## config.mk

```make
export PLATFORM = sky130hd
export DESIGN_NAME = gtxe2_chnl_bond
export DESIGN_NICKNAME = d
export VERILOG_FILES = /design/src/rtl/gtxe2_chnl_bond.sv
export SDC_FILE = /design/constraint.sdc
export NUM_CORES = 1
export LEC_CHECK = 0
export CAP_MARGIN = 40
export CORE_UTILIZATION = 55
export CTS_CLUSTER_SIZE = 16
export DETAILED_ROUTE_END_ITERATION = 10
export PLACE_DENSITY = 0.74
export SYNTH_ARGS = -nofsm -noshare
export SYNTH_HDL_FRONTEND = slang
export SYNTH_SLANG_ARGS = --single-unit
```

## constraint.sdc

```tcl
create_clock -name RXUSRCLK2 -period 16 [get_ports RXUSRCLK2]
set_clock_uncertainty 0.1 [all_clocks]
set_input_delay 4.8 -clock RXUSRCLK2 [delete_from_list [all_inputs] [get_ports RXUSRCLK2]]
set_output_delay 4.8 -clock RXUSRCLK2 [all_outputs]
set_load 0.02 [all_outputs]
```

## src/rtl/gtxe2_chnl_bond.sv

```systemverilog
`default_nettype none
// ============================================================================
// gtxe2_chnl_bond : RX channel bonding / deskew for LANES gtxe2 lanes on RXUSRCLK2
// Revision: 1.0
// ============================================================================
module gtxe2_chnl_bond #(
    parameter int         LANES     = 4,
    parameter int         BYTES     = 2,
    parameter int         DEPTH     = 8,
    parameter int         MAX_SKEW  = 6,
    parameter logic [7:0] BOND_CHAR = 8'h7C
) (
    input  logic                          RXUSRCLK2,
    input  logic                          reset_n,
    input  logic                          BOND_EN,
    input  logic [LANES-1:0]              RXBYTEISALIGNED,
    input  logic [LANES*BYTES*8-1:0]      RXDATA_IN,
    input  logic [LANES*BYTES-1:0]        RXCHARISK_IN,
    output logic [LANES*BYTES*8-1:0]      RXDATA_OUT,
    output logic [LANES*BYTES-1:0]        RXCHARISK_OUT,
    output logic                          RXVALID_OUT,
    output logic                          BONDED,
    output logic                          BOND_ERR,
    output logic [LANES*$clog2(DEPTH)-1:0] LANE_SKEW
);

    localparam int SW = $clog2(DEPTH);
    localparam int DW = BYTES * 8;
    localparam int WW = DW + BYTES;

    typedef enum logic [1:0] {
        S_IDLE   = 2'd0,
        S_HUNT   = 2'd1,
        S_ALIGN  = 2'd2,
        S_BONDED = 2'd3
    } state_t;

    state_t                   state_q, state_d;
    logic [SW-1:0]            wr_ptr_q;
    logic [LANES-1:0][SW-1:0] rd_ptr_q, rd_ptr_d;
    logic [LANES-1:0][SW-1:0] cap_q, cap_d;
    logic [LANES-1:0][SW-1:0] skew_q, skew_d;
    logic [LANES-1:0]         seen_q, seen_d;
    logic [SW-1:0]            cnt_q, cnt_d;
    logic [LANES*DW-1:0]      dout_q, dout_d;
    logic [LANES*BYTES-1:0]   kout_q, kout_d;
    logic                     err_q, err_d;

    logic [LANES-1:0]         mark_in, mark_rd, cap_now;
    logic [LANES-1:0][WW-1:0] rd_word;
    logic [LANES*DW-1:0]      ld_data;
    logic [LANES*BYTES-1:0]   ld_k;
    logic [SW-1:0]            cap_val;
    logic                     lost;

    generate
        for (genvar i = 0; i < LANES; i++) begin : g_lane
            logic [WW-1:0] mem_q [DEPTH];

            always_ff @(posedge RXUSRCLK2) begin
                mem_q[wr_ptr_q] <= {RXCHARISK_IN[i*BYTES +: BYTES], RXDATA_IN[i*DW +: DW]};
            end

            assign rd_word[i]                 = mem_q[rd_ptr_q[i]];
            assign ld_data[i*DW +: DW]        = rd_word[i][DW-1:0];
            assign ld_k[i*BYTES +: BYTES]     = rd_word[i][DW +: BYTES];
            assign mark_in[i] = RXCHARISK_IN[i*BYTES] && (RXDATA_IN[i*DW +: 8] == BOND_CHAR);
            assign mark_rd[i] = rd_word[i][DW] && (rd_word[i][7:0] == BOND_CHAR);
            assign LANE_SKEW[i*SW +: SW]      = skew_q[i];
        end
    endgenerate

    always_comb begin
        state_d  = state_q;
        rd_ptr_d = rd_ptr_q;
        cap_d    = cap_q;
        skew_d   = skew_q;
        seen_d   = seen_q;
        cnt_d    = cnt_q;
        dout_d   = '0;
        kout_d   = '0;
        err_d    = 1'b0;
        lost     = !BOND_EN || !(&RXBYTEISALIGNED);
        cap_now  = mark_in & ~seen_q;
        // The skew counter only runs once some lane has been captured.
        cap_val  = (|seen_q) ? cnt_q : '0;

        case (state_q)
            S_IDLE: begin
                seen_d = '0;
                cnt_d  = '0;
                if (!lost) state_d = S_HUNT;
            end
            S_HUNT: begin
                for (int i = 0; i < LANES; i++) begin
                    if (cap_now[i]) begin
                        rd_ptr_d[i] = wr_ptr_q;
                        cap_d[i]    = cap_val;
                    end
                end
                seen_d = seen_q | cap_now;
                if (&seen_d) begin
                    state_d = S_ALIGN;
                    for (int i = 0; i < LANES; i++) skew_d[i] = cap_val - cap_d[i];
                end else if ((|seen_q) && (cnt_q >= SW'(MAX_SKEW))) begin
                    err_d  = 1'b1;
                    seen_d = '0;
                    cnt_d  = '0;
                end else if (|seen_d) begin
                    cnt_d = cap_val + SW'(1);
                end
            end
            S_ALIGN: begin
                state_d = S_BONDED;
                dout_d  = ld_data;
                kout_d  = ld_k;
                for (int i = 0; i < LANES; i++) rd_ptr_d[i] = rd_ptr_q[i] + SW'(1);
            end
            default: begin
                if ((|mark_rd) && !(&mark_rd)) begin
                    err_d   = 1'b1;
                    state_d = S_HUNT;
                    seen_d  = '0;
                    cnt_d   = '0;
                end else begin
                    dout_d = ld_data;
                    kout_d = ld_k;
                    for (int i = 0; i < LANES; i++) rd_ptr_d[i] = rd_ptr_q[i] + SW'(1);
                end
            end
        endcase

        // Lane loss overrides everything, including a pending marker error.
        if (lost) begin
            state_d = S_IDLE;
            err_d   = 1'b0;
            dout_d  = '0;
            kout_d  = '0;
            seen_d  = '0;
            cnt_d   = '0;
            skew_d  = skew_q;
        end
    end

    always_ff @(posedge RXUSRCLK2 or negedge reset_n) begin
        if (!reset_n) begin
            state_q  <= S_IDLE;
            wr_ptr_q <= '0;
            rd_ptr_q <= '0;
            cap_q    <= '0;
            skew_q   <= '0;
            seen_q   <= '0;
            cnt_q    <= '0;
            dout_q   <= '0;
            kout_q   <= '0;
            err_q    <= 1'b0;
        end else begin
            state_q  <= state_d;
            wr_ptr_q <= wr_ptr_q + SW'(1);
            rd_ptr_q <= rd_ptr_d;
            cap_q    <= cap_d;
            skew_q   <= skew_d;
            seen_q   <= seen_d;
            cnt_q    <= cnt_d;
            dout_q   <= dout_d;
            kout_q   <= kout_d;
            err_q    <= err_d;
        end
    end

    assign RXDATA_OUT    = dout_q;
    assign RXCHARISK_OUT = kout_q;
    assign BONDED        = (state_q == S_BONDED);
    assign RXVALID_OUT   = (state_q == S_BONDED);
    assign BOND_ERR      = err_q;

endmodule
`default_nettype wire

```

==> results.md <==
- The run finished with clean final reports.
- The number of buffers inserted during clock tree synthesis is 70.
- The largest fanout on the critical path is 24.
- The data arrival time of the worst path is 8160 ps.
- The DRC violation count after routing is 0.
- At the worst endpoint, the required time is 16400 ps.
- The width of the die is 222.8 um.
- The routed design has 55160 um of wire.
- The largest individual stage delay along the critical path comes from the cell sky130_fd_sc_hd__or4_1.
- The fraction of final layout cells sized beyond drive strength 1 is 19.69%.
- The worst hold path terminates at cnt_q[0]$_DFFE_PN0P_.
- Row generation in the floorplan step produced 80 rows.
- The overall via count from detail_route is 13.15k.
- Along the worst hold path, the cell count comes to 1.
- In this run the remaining antenna-violating nets after routing total 0.
- The final net count is 1636.
- The number of inserted filler cells in the final layout is 3146.
- The net count of the mapped netlist is 1435.
- The worst min-delay path startpoint is cnt_q[0]$_DFFE_PN0P_.
- After clock tree synthesis, the repair step resized 0 gates.
- In this run, synthesis produced a sequential element count of 697.
- The async set-or-reset flop fraction in the synthesized netlist is 17.36%.
- The sort of element at the end of the critical path is a flip-flop.
- The number of pins exceeding their max-slew limit in the final report is 0.
- The first TritonRoute pass finished after 7 iterations.
- The combined global-route utilization of all metal layers is 23.00%.
- The largest net degree at the start of global routing is 62.
- The least setup slack across all paths after layout is 8242 ps.
- The post-CTS setup repair buffer count is 0.
- The number of H-tree levels is 3.
- The clock reaches the later pin of the worst-skew pair after 600 ps.
- Clock-pin slew was measured on the worst setup and hold paths at 60 ps.
- Routability-driven placement finished with a final weighted congestion of 0.8070.
- The number of antenna cells inserted is 0.
- The I/O pin total is 166.
- Once the floorplan was initialized, standard cells occupied 55.90% of the core.
- In the routed layout, each cell is associated on average with a via count of 5.965.
- The path category of the worst min-delay check is reg2reg.
- The core footprint is 47950 sq um.
- Setup repair after global routing left no endpoint under its margin.
- The total negative setup slack is 0 ps.
- The number of global-route vias before repair is 13.80k.
- The die height is 222.8 um.
- Summing the sequential cell areas from Yosys gives 75.83% of the chip area.
- Max-cap violations in this run came to 0.
- Across all hold checks on the routed design, the worst slack comes to 376.6 ps.
- The cell count after synthesis came out at 1337.
- The fraction of post-synthesis cell area in the top cell type by area is 64.53%.
- The slack of the worst reg-to-reg path is 11120 ps.
- The cell family with the largest share of critical-path delay is simple AND/OR/NAND/NOR gates.
- The critical path goes through clkdlybuf4s50_1, nand4_1, or4_1, a222oi_1, nor2b_1, nand3_1, and2_1, a211oi_1.
- The final-report hold violation count is 0.
- The first global-routing pass estimated 83840 um of wire.
- The startpoint identified for the worst register-to-register timing path is rd_ptr_q[1]$_DFFE_PN0P_.
- Yosys printed 0 warnings.
- The largest single stage delay on the critical path is 680 ps.
- The number of antenna violations at the first check in global routing came to 2.
- The length in cells of the worst reg-to-reg path is 10.
- TritonCTS built the clock tree.
- The power density of the placed cells is 140.1 nW/um^2.
- The critical path in this run is classified as in2reg.
- After synthesis, the netlist uses 60 different library cells.
- The relative slew slack is 38.80%.
- The fraction of the cycle the final worst path needs is 48.49%.
- The tree is rooted in a sky130_fd_sc_hd__clkbuf_16.
- The total die area is 49620 sq um.
- For this design the static power due to leakage is 10.98 nW.
- The number of design-rule violations left by the first detailed-router iteration is 1303.
- The library cell occupying the most area in the post-synthesis netlist is sky130_fd_sc_hd__edfxtp_1.
- The clock passes through at most 3 buffers.
- The worst register-to-register path ends at RXDATA_OUT[15]$_DFF_PN0_.
- By area the synthesized netlist is led by sky130_fd_sc_hd__edfxtp_1 (65%), sky130_fd_sc_hd__mux4_2 (12%), sky130_fd_sc_hd__dfrtp_1 (11%).
- VDD sags by at most 89.64 uV.
- STA classifies the critical path startpoint as an input port.
- The count of flip-flops with a built-in enable after synthesis is 576.
- The per-cell routed wire length is 25.02 um.
- Tracing the worst setup path back leads to its startpoint at RXDATA_IN[3].
- Once layout is done, the placed cells without fillers occupy 31520 sq um.
- The cell area after placement is 29220 sq um.
- Averaged over all synthesized cells, the footprint is 20.05 sq um.
- Detailed placement finished with a half-perimeter wire length of 31290 um.
- At the placement stage, the worst setup path has a slack of 7624 ps.
- The area growth from synthesis to layout is 17.60%.
- The mapped netlist covers 26800 sq um.
- Setup violations remaining at the end of the flow were counted as 0.
- Based on the critical path, the design can be clocked at up to 128.9 MHz.
- The number of hold buffers added after CTS is 0.
- The number of buffer cells added on primary ports is 165.
- The most frequently used flop master after synthesis is sky130_fd_sc_hd__edfxtp_1.
- The leftover overflow at the end of global routing is 0.
- For the pin with the worst max-slew slack, the measured transition is 916.2 ps.
- The clock drives 697 sinks.
- The minimum clock period after layout is 7758 ps.
- The number of buffers and inverters on the critical path is 1.
==> where the power goes <==
| group | switching (mW) | total (mW) | internal [mW] | leakage (nW) |
|---|---|---|---|---|
| Clock | 0.650 | 1.64 | 0.989 | 1.13 |
| Sequential | 0.0530 | 2.04 | 1.99 | 6.92 |
| Combinational | 0.335 | 0.736 | 0.401 | 2.93 |
| Total | 1.04 | 4.42 | 3.38 | 11.0 |
==> cells by family (layout without fill, tap and decap cells) <==
kind of cell / after synthesis / after routing / share of synthesized area [%]
adder cells (fa/ha/maj): 19 / 19 / 0.9990
XOR/XNOR: 9 / 9 / 0.2941
AND/OR/NAND/NOR: 202 / 202 / 3.548
multiplexers: 240 / 240 / 15.81
AO/OA/AOI/OAI: 84 / 84 / 1.984
buffers and inverters: 86 / 339 / 1.536
flip-flops: 697 / 697 / 75.83
==> cell usage in the layout, fill, tap and decap left out, types with 20 or more instances in the layout <==
| cell type | n |
|---|---|
| sky130_fd_sc_hd__nand2_1 | 47 |
| sky130_fd_sc_hd__mux4_2 | 143 |
| sky130_fd_sc_hd__a21oi_1 | 25 |
| sky130_fd_sc_hd__buf_4 | 28 |
| sky130_fd_sc_hd__dfrtp_1 | 115 |
| sky130_fd_sc_hd__clkdlybuf4s50_1 | 164 |
| sky130_fd_sc_hd__clkbuf_16 | 73 |
| sky130_fd_sc_hd__edfxtp_1 | 576 |
| sky130_fd_sc_hd__o21ai_0 | 22 |
| sky130_fd_sc_hd__mux2i_1 | 73 |
| sky130_fd_sc_hd__nor2_1 | 92 |
| sky130_fd_sc_hd__mux2_2 | 20 |
==> per-layer routing <==
metal	wire length [um]	vias up	global-route usage, %	part of all wire [%]
met5	12	-	0	0.022
met1	22490	6892	31.22	41
li1	-	5740	-	-
met3	3386	103	4.496	6.1
met4	1562	2	8.610	2.8
met2	27710	416	37.36	50
==> through the flow <==
step / cells / power [mW] / util, %
after global placement: 2077 / 2.808 / 60.78
after floorplan: 1337 / 2.648 / -
final: 2205 / 4.415 / 65.74
after global routing: 2205 / 4.579 / 65.74
after detailed placement: 2081 / 2.826 / 60.93
after CTS: 2205 / 4.460 / 65.74
==> Yosys cell counts (7+ instances only) <==
master	count
sky130_fd_sc_hd__a21oi_1	25
sky130_fd_sc_hd__buf_1	8
sky130_fd_sc_hd__buf_2	8
sky130_fd_sc_hd__buf_4	7
sky130_fd_sc_hd__buf_6	7
sky130_fd_sc_hd__clkbuf_1	37
sky130_fd_sc_hd__dfrtp_1	121
sky130_fd_sc_hd__edfxtp_1	576
sky130_fd_sc_hd__ha_1	15
sky130_fd_sc_hd__inv_1	16
sky130_fd_sc_hd__mux2_2	20
sky130_fd_sc_hd__mux2i_1	73
sky130_fd_sc_hd__mux4_2	143
sky130_fd_sc_hd__nand2_1	47
sky130_fd_sc_hd__nor2_1	94
sky130_fd_sc_hd__nor2b_1	10
sky130_fd_sc_hd__nor3_1	11
sky130_fd_sc_hd__o21ai_0	22
==> registers in the layout, indices dropped and copies added, names as in the netlist <==
register	flops
g_lane.mem_q	576
RXDATA_OUT	64
LANE_SKEW	12
cap_q	12
rd_ptr_q	12
RXCHARISK_OUT	8
seen_q	4
cnt_q	3
wr_ptr_q	3
state_q	2
BOND_ERR	1
==> worst max path at each step <==
| stage | slack, ps | to | cells after the start |
|---|---|---|---|
| after floorplan | 8870 | LANE_SKEW[1]$_DFFE_PN0P_ | 8 |
| after global placement | 7750 | seen_q[0]$_DFFE_PN0P_ | 9 |
| after detailed placement | 7620 | seen_q[2]$_DFFE_PN0P_ | 9 |
| after CTS | 8260 | seen_q[2]$_DFFE_PN0P_ | 9 |
| after global routing | 7910 | seen_q[2]$_DFFE_PN0P_ | 8 |
| final | 8240 | seen_q[2]$_DFFE_PN0P_ | 8 |
==> layout make-up <==
| type | instances | area [sq um] | share of cell area, % |
|---|---|---|---|
| clock buffers | 95 | 1969 | 6.248 |
| clock inverters | 29 | 334.1 | 1.060 |
| inverters | 19 | 71.32 | 0.2263 |
| multi-input cells | 554 | 6112 | 19.39 |
| flip-flops and latches | 697 | 20330 | 64.51 |
| well taps | 615 | 769.5 | 2.441 |
| repair buffers | 196 | 1931 | 6.125 |
No activity file was read; power rests on OpenSTA's default activity.
